--- src/rtl/sigmoid_bp_pkg.sv ---
// Shared constants, state encoding and index-width helper for the sigmoid backward-pass layer.
// Optional rounding is selected with the SIGMOID_BP_ROUND_EN macro in the datapath files.
package sigmoid_bp_pkg;

    localparam int RESOLUTION        = 16;
    localparam int FRAC_BITS         = 12;
    localparam int ONE               = 1 << FRAC_BITS;
    localparam int NUMBER_NEURON_DEF = 30;
    localparam int NEURON_IDX_W      = $clog2(NUMBER_NEURON_DEF);

    typedef enum logic [1:0] {
        IDLE  = 2'd0,
        RUN   = 2'd1,
        DRAIN = 2'd2,
        DONE  = 2'd3
    } state_t;

    function automatic int idx_width(input int n);
        return (n > 1) ? $clog2(n) : 1;
    endfunction

endpackage

--- src/rtl/sigmoid_deriv_mac.sv ---
// Clamp plus two-stage multiply/shift computing err * a * (1 - a); 2-cycle issue-to-write latency.
// SIGMOID_BP_ROUND_EN selects round-to-nearest (ties toward +inf) instead of truncation on both shifts.
module sigmoid_deriv_mac
    import sigmoid_bp_pkg::*;
#(
    parameter int RESOLUTION = sigmoid_bp_pkg::RESOLUTION,
    parameter int FRAC_BITS  = sigmoid_bp_pkg::FRAC_BITS
) (
    input  logic                         clk,
    input  logic                         rst_n,
    input  logic signed [RESOLUTION-1:0] a_i,
    input  logic signed [RESOLUTION-1:0] err_i,
    input  logic                         issue_i,
    output logic signed [RESOLUTION-1:0] d_o,
    output logic                         wr_valid_o
);

    localparam int W2    = 2 * RESOLUTION;
    localparam int ONE_I = 1 << FRAC_BITS;
    localparam logic signed [W2-1:0] ONE_W = W2'(ONE_I);
`ifdef SIGMOID_BP_ROUND_EN
    localparam logic signed [W2-1:0] RND_W = W2'(ONE_I / 2);
`else
    localparam logic signed [W2-1:0] RND_W = '0;
`endif

    logic signed [W2-1:0]         a_ext, a_cl, prod1, sh1;
    logic signed [W2-1:0]         err_ext, p_ext, prod2, sh2;
    logic signed [RESOLUTION-1:0] p_d, p_q, err_q;
    logic                         v_q;
    logic                         unused_hi;

    // Stage 1: clamp to [0, ONE] so a*(ONE-a) stays in [0, ONE^2/4].
    always_comb begin
        a_ext = {{RESOLUTION{a_i[RESOLUTION-1]}}, a_i};
        if (a_ext < 0) begin
            a_cl = '0;
        end else if (a_ext > ONE_W) begin
            a_cl = ONE_W;
        end else begin
            a_cl = a_ext;
        end
        prod1 = a_cl * (ONE_W - a_cl);
        sh1   = (prod1 + RND_W) >>> FRAC_BITS;
        p_d   = sh1[RESOLUTION-1:0];
    end

    always_ff @(posedge clk) begin
        if (!rst_n) begin
            v_q   <= 1'b0;
            p_q   <= '0;
            err_q <= '0;
        end else begin
            v_q <= issue_i;
            if (issue_i) begin
                p_q   <= p_d;
                err_q <= err_i;
            end
        end
    end

    // Stage 2 is combinational; the caller's deltas register closes the second cycle.
    always_comb begin
        err_ext = {{RESOLUTION{err_q[RESOLUTION-1]}}, err_q};
        p_ext   = {{RESOLUTION{p_q[RESOLUTION-1]}}, p_q};
        prod2   = err_ext * p_ext;
        sh2     = (prod2 + RND_W) >>> FRAC_BITS;
    end

    assign d_o        = sh2[RESOLUTION-1:0];
    assign wr_valid_o = v_q;
    assign unused_hi  = ^{sh1[W2-1:RESOLUTION], sh2[W2-1:RESOLUTION]};

endmodule

--- src/rtl/sigmoid_backprop_layer.sv ---
// Serial local-gradient stage: delta_i = err_i * a_i * (1 - a_i) for each hidden neuron.
// Handshakes: a transfer happens on a rising edge where valid & ready are both high; SIGMOID_BP_ROUND_EN selects rounding.
module sigmoid_backprop_layer
    import sigmoid_bp_pkg::*;
#(
    parameter int NUMBER_NEURON = 30,
    parameter int RESOLUTION    = sigmoid_bp_pkg::RESOLUTION,
    parameter int FRAC_BITS     = sigmoid_bp_pkg::FRAC_BITS
) (
    input  logic                         clk,
    input  logic                         rst_n,
    input  logic signed [RESOLUTION-1:0] activations [NUMBER_NEURON-1:0],
    input  logic signed [RESOLUTION-1:0] errs        [NUMBER_NEURON-1:0],
    input  logic                         in_valid,
    output logic                         in_ready,
    output logic signed [RESOLUTION-1:0] deltas      [NUMBER_NEURON-1:0],
    output logic                         out_valid,
    input  logic                         out_ready,
    output logic [1:0]                   dbg_state
);

    localparam int IDX_W = idx_width(NUMBER_NEURON);
    localparam logic [IDX_W-1:0] LAST_IDX = IDX_W'(NUMBER_NEURON - 1);

    state_t                       state_q, state_d;
    logic [IDX_W-1:0]             idx_q, idx_d, widx_q;
    logic                         issue;
    logic signed [RESOLUTION-1:0] act_q    [NUMBER_NEURON-1:0];
    logic signed [RESOLUTION-1:0] err_q    [NUMBER_NEURON-1:0];
    logic signed [RESOLUTION-1:0] deltas_q [NUMBER_NEURON-1:0];
    logic signed [RESOLUTION-1:0] mac_d;
    logic                         mac_wv;

    always_comb begin
        state_d = state_q;
        idx_d   = idx_q;
        issue   = 1'b0;
        case (state_q)
            IDLE: begin
                if (in_valid) begin
                    state_d = RUN;
                    idx_d   = '0;
                end
            end
            RUN: begin
                issue = 1'b1;
                if (idx_q == LAST_IDX) begin
                    state_d = DRAIN;
                end else begin
                    idx_d = idx_q + 1'b1;
                end
            end
            DRAIN: begin
                if (mac_wv) state_d = DONE;
            end
            DONE: begin
                if (out_ready) state_d = IDLE;
            end
            default: state_d = IDLE;
        endcase
    end

    always_ff @(posedge clk) begin
        if (!rst_n) begin
            state_q <= IDLE;
            idx_q   <= '0;
            widx_q  <= '0;
        end else begin
            state_q <= state_d;
            idx_q   <= idx_d;
            if (issue) widx_q <= idx_q;
        end
    end

    // Operands are frozen at acceptance so the producer may change them during RUN.
    always_ff @(posedge clk) begin
        if (!rst_n) begin
            for (int i = 0; i < NUMBER_NEURON; i++) begin
                act_q[i]    <= '0;
                err_q[i]    <= '0;
                deltas_q[i] <= '0;
            end
        end else begin
            if (state_q == IDLE && in_valid) begin
                for (int i = 0; i < NUMBER_NEURON; i++) begin
                    act_q[i] <= activations[i];
                    err_q[i] <= errs[i];
                end
            end
            if (mac_wv) deltas_q[widx_q] <= mac_d;
        end
    end

    sigmoid_deriv_mac #(
        .RESOLUTION (RESOLUTION),
        .FRAC_BITS  (FRAC_BITS)
    ) u_mac (
        .clk        (clk),
        .rst_n      (rst_n),
        .a_i        (act_q[idx_q]),
        .err_i      (err_q[idx_q]),
        .issue_i    (issue),
        .d_o        (mac_d),
        .wr_valid_o (mac_wv)
    );

    assign in_ready  = (state_q == IDLE);
    assign out_valid = (state_q == DONE);
    assign deltas    = deltas_q;
    assign dbg_state = state_q;

endmodule

--- config.mk ---
export PLATFORM = sky130hd
export DESIGN_NAME = sigmoid_backprop_layer
export DESIGN_NICKNAME = d
export VERILOG_FILES = /design/src/rtl/sigmoid_bp_pkg.sv /design/src/rtl/sigmoid_deriv_mac.sv /design/src/rtl/sigmoid_backprop_layer.sv
export SDC_FILE = /design/constraint.sdc
export NUM_CORES = 2
export LEC_CHECK = 0
export ABC_AREA = 1
export CORE_AREA = 2 2 570 572
export CTS_CLUSTER_SIZE = 14
export DETAILED_ROUTE_END_ITERATION = 8
export DIE_AREA = 0 0 572 574
export PLACE_DENSITY_LB_ADDON = 0.3
export SYNTH_ARGS = -nofsm -noshare
export SYNTH_HDL_FRONTEND = slang
export SYNTH_SLANG_ARGS = --single-unit
--- constraint.sdc ---
create_clock -name clk -period 66.7 [get_ports clk]
set_clock_uncertainty 0.05 [all_clocks]
set_input_delay 20.01 -clock clk [delete_from_list [all_inputs] [get_ports clk]]
set_output_delay 20.01 -clock clk [all_outputs]
set_load 0.02 [all_outputs]
Word-level counts from Yosys, hierarchy flattened. Memory sizes are Yosys's and may differ from the RTL's. A register that Yosys moved wholly into a read port is not among the register bits. Index checks and enable logic that the tools add are counted.

$add $sub $neg: 2. $mul: 2. Divide/modulo/power cells: 0. $lt $le $gt $ge: 4. Eq/ne operators: 9. Shift operators: 0. Multiplexer cells: 80. Bitwise logic cells: 60. Reductions and logical operators: 7.

Operators with widths (number): $mux 16 (61); $bwmux 480 (1); $demux 16 s5 (1); $mux 32 (2); $or 1x1->1 (60); $mul 32x32->28 (1); $sub 14x32->32 const A (1); $mul 16x16->28 (1); $mux 5 (4); $gt 16x14->1 const B (1); $lt 16x1->1 const B (1); $pmux 5 s2 (1); $mux 2 (4); $pmux 2 s4 (1); $lt 5x6->1 const B (1); $ne 2x2->1 const B (3); $add 5x1->5 const B (1); $eq 5x5->1 const B (1); $ge 5x1->1 const B (1); $mux 1 (5); $eq 2x2->1 const B (2); $ne 2x1->1 const B (2); $reduce_and 4->1 (1); $reduce_and 3->1 (1); 5 further kinds (6).

Flip-flop bits (word level): 509. Latch bits: 0. Memory bits (writable): 960. Memory bits (read-only): 0. Input bits: 964. Output and inout port bits: 484. Word-level logic and storage cells: 201. Memories kept: 2.

Memory list: act_q (depth 30, width 16, rd ports 1, clocked after Yosys merged registers in 1, write ports 30, RTL line sigmoid_backprop_layer.sv:28) `logic signed [RESOLUTION-1:0] act_q [NUMBER_NEURON-1:0];`; err_q (depth 30, width 16, rd ports 1, clocked after Yosys merged registers in 1, write ports 30, RTL line sigmoid_backprop_layer.sv:29) `logic signed [RESOLUTION-1:0] err_q [NUMBER_NEURON-1:0];`.

Depth between registers and ports, before layout.
Depth after elaboration: 6. Depth in mapped cells: 54. Depth with buffers taken out: 51.

By module. Synthesis repeated with hierarchy kept, for this count alone.

Cells, all modules: 10087. Area total of the unflattened synthesis: 84050.6 µm².

Modules (own cells, without submodules): sigmoid_backprop_layer (instances 1, cells an instance 7566, area an instance 63662.3 µm², sequential area each 38777.2 µm²); sigmoid_deriv_mac (instances 1, cells an instance 2521, area an instance 20388.3 µm², sequential area each 660.6 µm²).

Worst setup path after synthesis. Ideal clock, no wire load.

Kind: input-to-reg. Start: input port rst_n. End: memory act_q[0][0] (enable). Setup time: 6.597 ns. Arrival time: 36.336 ns. Required time: 60.053 ns. Slack: 23.717 ns. Stages on the path: 4. Path buffers: 3. Cell sequence: clkbuf_1 clkbuf_1 clkbuf_1 nand2_1.

RTL lines: from (decl) (RTL line sigmoid_backprop_layer.sv:11) `input logic rst_n,`; to (decl) (RTL line sigmoid_backprop_layer.sv:28).

==> results.py <==
metrics = {
    "synth": {
        "muxShareOfSynthArea_pct": 0,
        "synth_edf_count": 960,
        "synthSimpleGateAreaFrac_pct": 19.6,
        "synth_fa_ha_area_share_pct": 14.5,
        "synthArstFlopShare_pct": 0,
        "synth_most_common_cell": "inv_1",
        "synthXorXnorAreaFrac_pct": 0.496,
        "synthCells": 10200,
        "yosysSeqAreaShare_pct": 46.5,
        "syn_area_sq_mm": 0.0848,
        "synth-seq-cells": 1490,
        "synth_area_leader_cell": "edfxtp_1",
        "netlist.area_leader.share_pct": 34.0,
        "synth_common_cells": "inv_1, nor2_1, nand2_1, edfxtp_1, nand3_1",
        "synthDistinctLibCells": 49,
        "syn_area_per_cell_sq_um": 8.33,
        "ys_warn_count": 0,
        "synthTopCellsByArea": "edfxtp_1, dfxtp_1, fa_1",
        "synth_top_family_by_area": "simple AND/OR/NAND/NOR gates",
        "synth_compound_gate_area_share_pct": 6.19,
        "synth-main-ff-cell": "edfxtp_1",
    },
    "clock_network": {
        "cts_setup_buffers": 0,
        "cts_tree": "yes",
        "postCtsHoldBufs": 0,
        "clock-root-buffer": "clkbuf_16",
        "cts_buffers": 178,
        "cts_resized": 0,
        "htreeDepth": 4,
        "clockBufferDepth": 4,
        "clk_pin_slew_ns": 0.06,
        "cts.sink_count": 1490,
        "clk_latency_ns": 0.85,
    },
    "global_route": {
        "grt_pass1_wl_microns": 479000,
        "grt_util_all_layers_pct": 19.9,
        "grt_overflow": 0,
        "antenna_found_initial": 68,
        "grt_max_degree": 206,
        "grt_pass1_vias": 69400,
    },
    "placed_design": {
        "place_ws_ns": 39.77,
        "place_congestion": 0.888,
        "hpwl_microns": 250000,
        "dp.cells": 15600,
        "portBuffers": 1447,
    },
    "worst_setup_path": {
        "critPathLaunchType": "primary input",
        "arrival_ns": 26.43,
        "cp.required_ns": 67.03,
        "r2r_setup_slack_ns": 54.29,
        "path_class": "primary input to flip-flop",
        "cp_max_fo": 178,
        "endpoint_kind": "flip-flop",
    },
    "sta": {
        "worst_slack_ns": 40.60,
        "relSlewSlack_pct": 25.9,
        "worst_slew_pin_slew_ns": 1.11,
        "fmax_mhz": 38.3,
        "hold_ws_ns": 0.446,
        "drv_slew": 0,
        "hold_viol": 0,
        "fin_crit_sh_pct": 39.1,
        "finalSetupTns_ns": 0,
        "finalCriticalPeriod_ns": 26.10,
        "rsz0062_at_grt": "no",
        "finalSetupViolations": 0,
    },
    "routing": {
        "first_iter_violations": 5977,
        "vias": 69900,
        "via_per_inst": 4.37,
        "wirelength_microns": 335000,
        "routed-wl-met2_microns": 163000,
        "wl_met3_microns": 19800,
        "wl_per_cell_microns": 20.9,
        "drtAntennaViolNets": 0,
        "drt-met1-wl_microns": 136000,
        "first_pass_iters": 5,
        "drc": 0,
        "routed.top_layer": "met5",
    },
    "final_layout": {
        "multiInputGateArea_sq_mm": 0.0352,
        "drive_above_1_share_pct": 4.21,
        "fillers": 33800,
        "seq_area_sq_mm": 0.0395,
        "fin_nets": 13100,
        "syn_to_final_growth_pct": 29.9,
        "instances_no_fill": 16000,
    },
    "floorplanning": {
        "row_count": 209,
        "die_area_sq_mm": 0.328,
        "die_x_microns": 572,
        "start_util_pct": 26.3,
        "io_pins": 1448,
        "die_h_microns": 574,
        "coreArea_sq_mm": 0.323,
    },
    "min_path": {
        "min_path_type": "flip-flop to flip-flop",
    },
    "flow_run": {
        "maxCapViolations": 0,
    },
    "status": {
        "outcome": "finished, final reports clean",
    },
}
worst paths after layout:
check	start	endpoint	cells after the start
max reg2reg	flip-flop	u_mac.p_q[14]	44
min	deltas[112]	deltas[112]	2
max	in_valid	act_q[29][2]	9
min reg2reg	deltas[112]	deltas[112]	2
placed cells by master (no fill, tap or decap), types with 48 or more instances in the layout:
master	synthesis	routed
o22ai_1	55	55
edfxtp_1	960	960
o211ai_1	93	93
nand3_1	586	583
fa_1	461	461
diode_2	0	48
buf_4	6	113
inv_1	2258	2255
dfxtp_1	530	523
clkbuf_16	0	181
nor2_1	1829	1815
o221ai_1	59	59
clkdlybuf4s50_1	0	1446
conb_1	2	121
a21oi_1	60	60
nand2_1	1691	1684
ha_1	242	241
o21ai_0	581	581
kinds of logic (layout without fill, tap and decap cells):
group | Yosys count | count (layout)
adder cells (fa/ha/maj) | 703 | 703
AND/OR/NAND/NOR | 4182 | 4182
XOR/XNOR | 48 | 48
flip-flops | 1490 | 1490
AO/OA/AOI/OAI | 910 | 910
buffers and inverters | 2844 | 4165
other | 2 | 169
layer usage:
layer	up-vias	track usage [%]
li1	33600	-
met1	33600	24.4
met2	2188	33.9
met3	529	3.41
met4	26	9.65
met5	-	0
area by class of cell:
class / instances / share of cell area (%)
multi-input combinational: 5964 / 32.0
sequential: 1490 / 35.8
clock inverter: 91 / 0.907
timing repair buffer: 1565 / 14.0
antenna: 48 / 0.109
tap: 4325 / 4.91
inverter: 2279 / 7.79
clock buffer: 230 / 4.47
registers in the layout (all words and copies together) (netlist names), named ones only:
| register | flops |
|---|---|
| u_mac.p_q | 16 |
| deltas | 480 |
| err_q | 480 |
| u_mac.wr_valid_o | 1 |
| idx_q | 5 |
| act_q | 480 |
| widx_q | 5 |
| dbg_state | 2 |
| u_mac.err_q | 16 |
per-stage QoR:
| stage | cell area [sq um] | util (%) |
|---|---|---|
| after floorplan | 85200 | - |
| after global placement | 104000 | 32.3 |
| after detailed placement | 104000 | 32.3 |
| after CTS | 110000 | 34.1 |
| after global routing | 110000 | 34.1 |
| final | 110000 | 34.1 |
critical path, cell delays in order:
cell             delay, ns
clkdlybuf4s50_1       0.59
nand2_1               0.14
nand2_4               0.53
buf_12                0.71
buf_4                 0.86
buf_4                 0.79
buf_4                 0.83
buf_4                 0.74
buf_4                 0.79
Power is left out: the tool's default activity adds up to more than one toggle a clock period on the data nets, which glitch-free logic cannot reach.
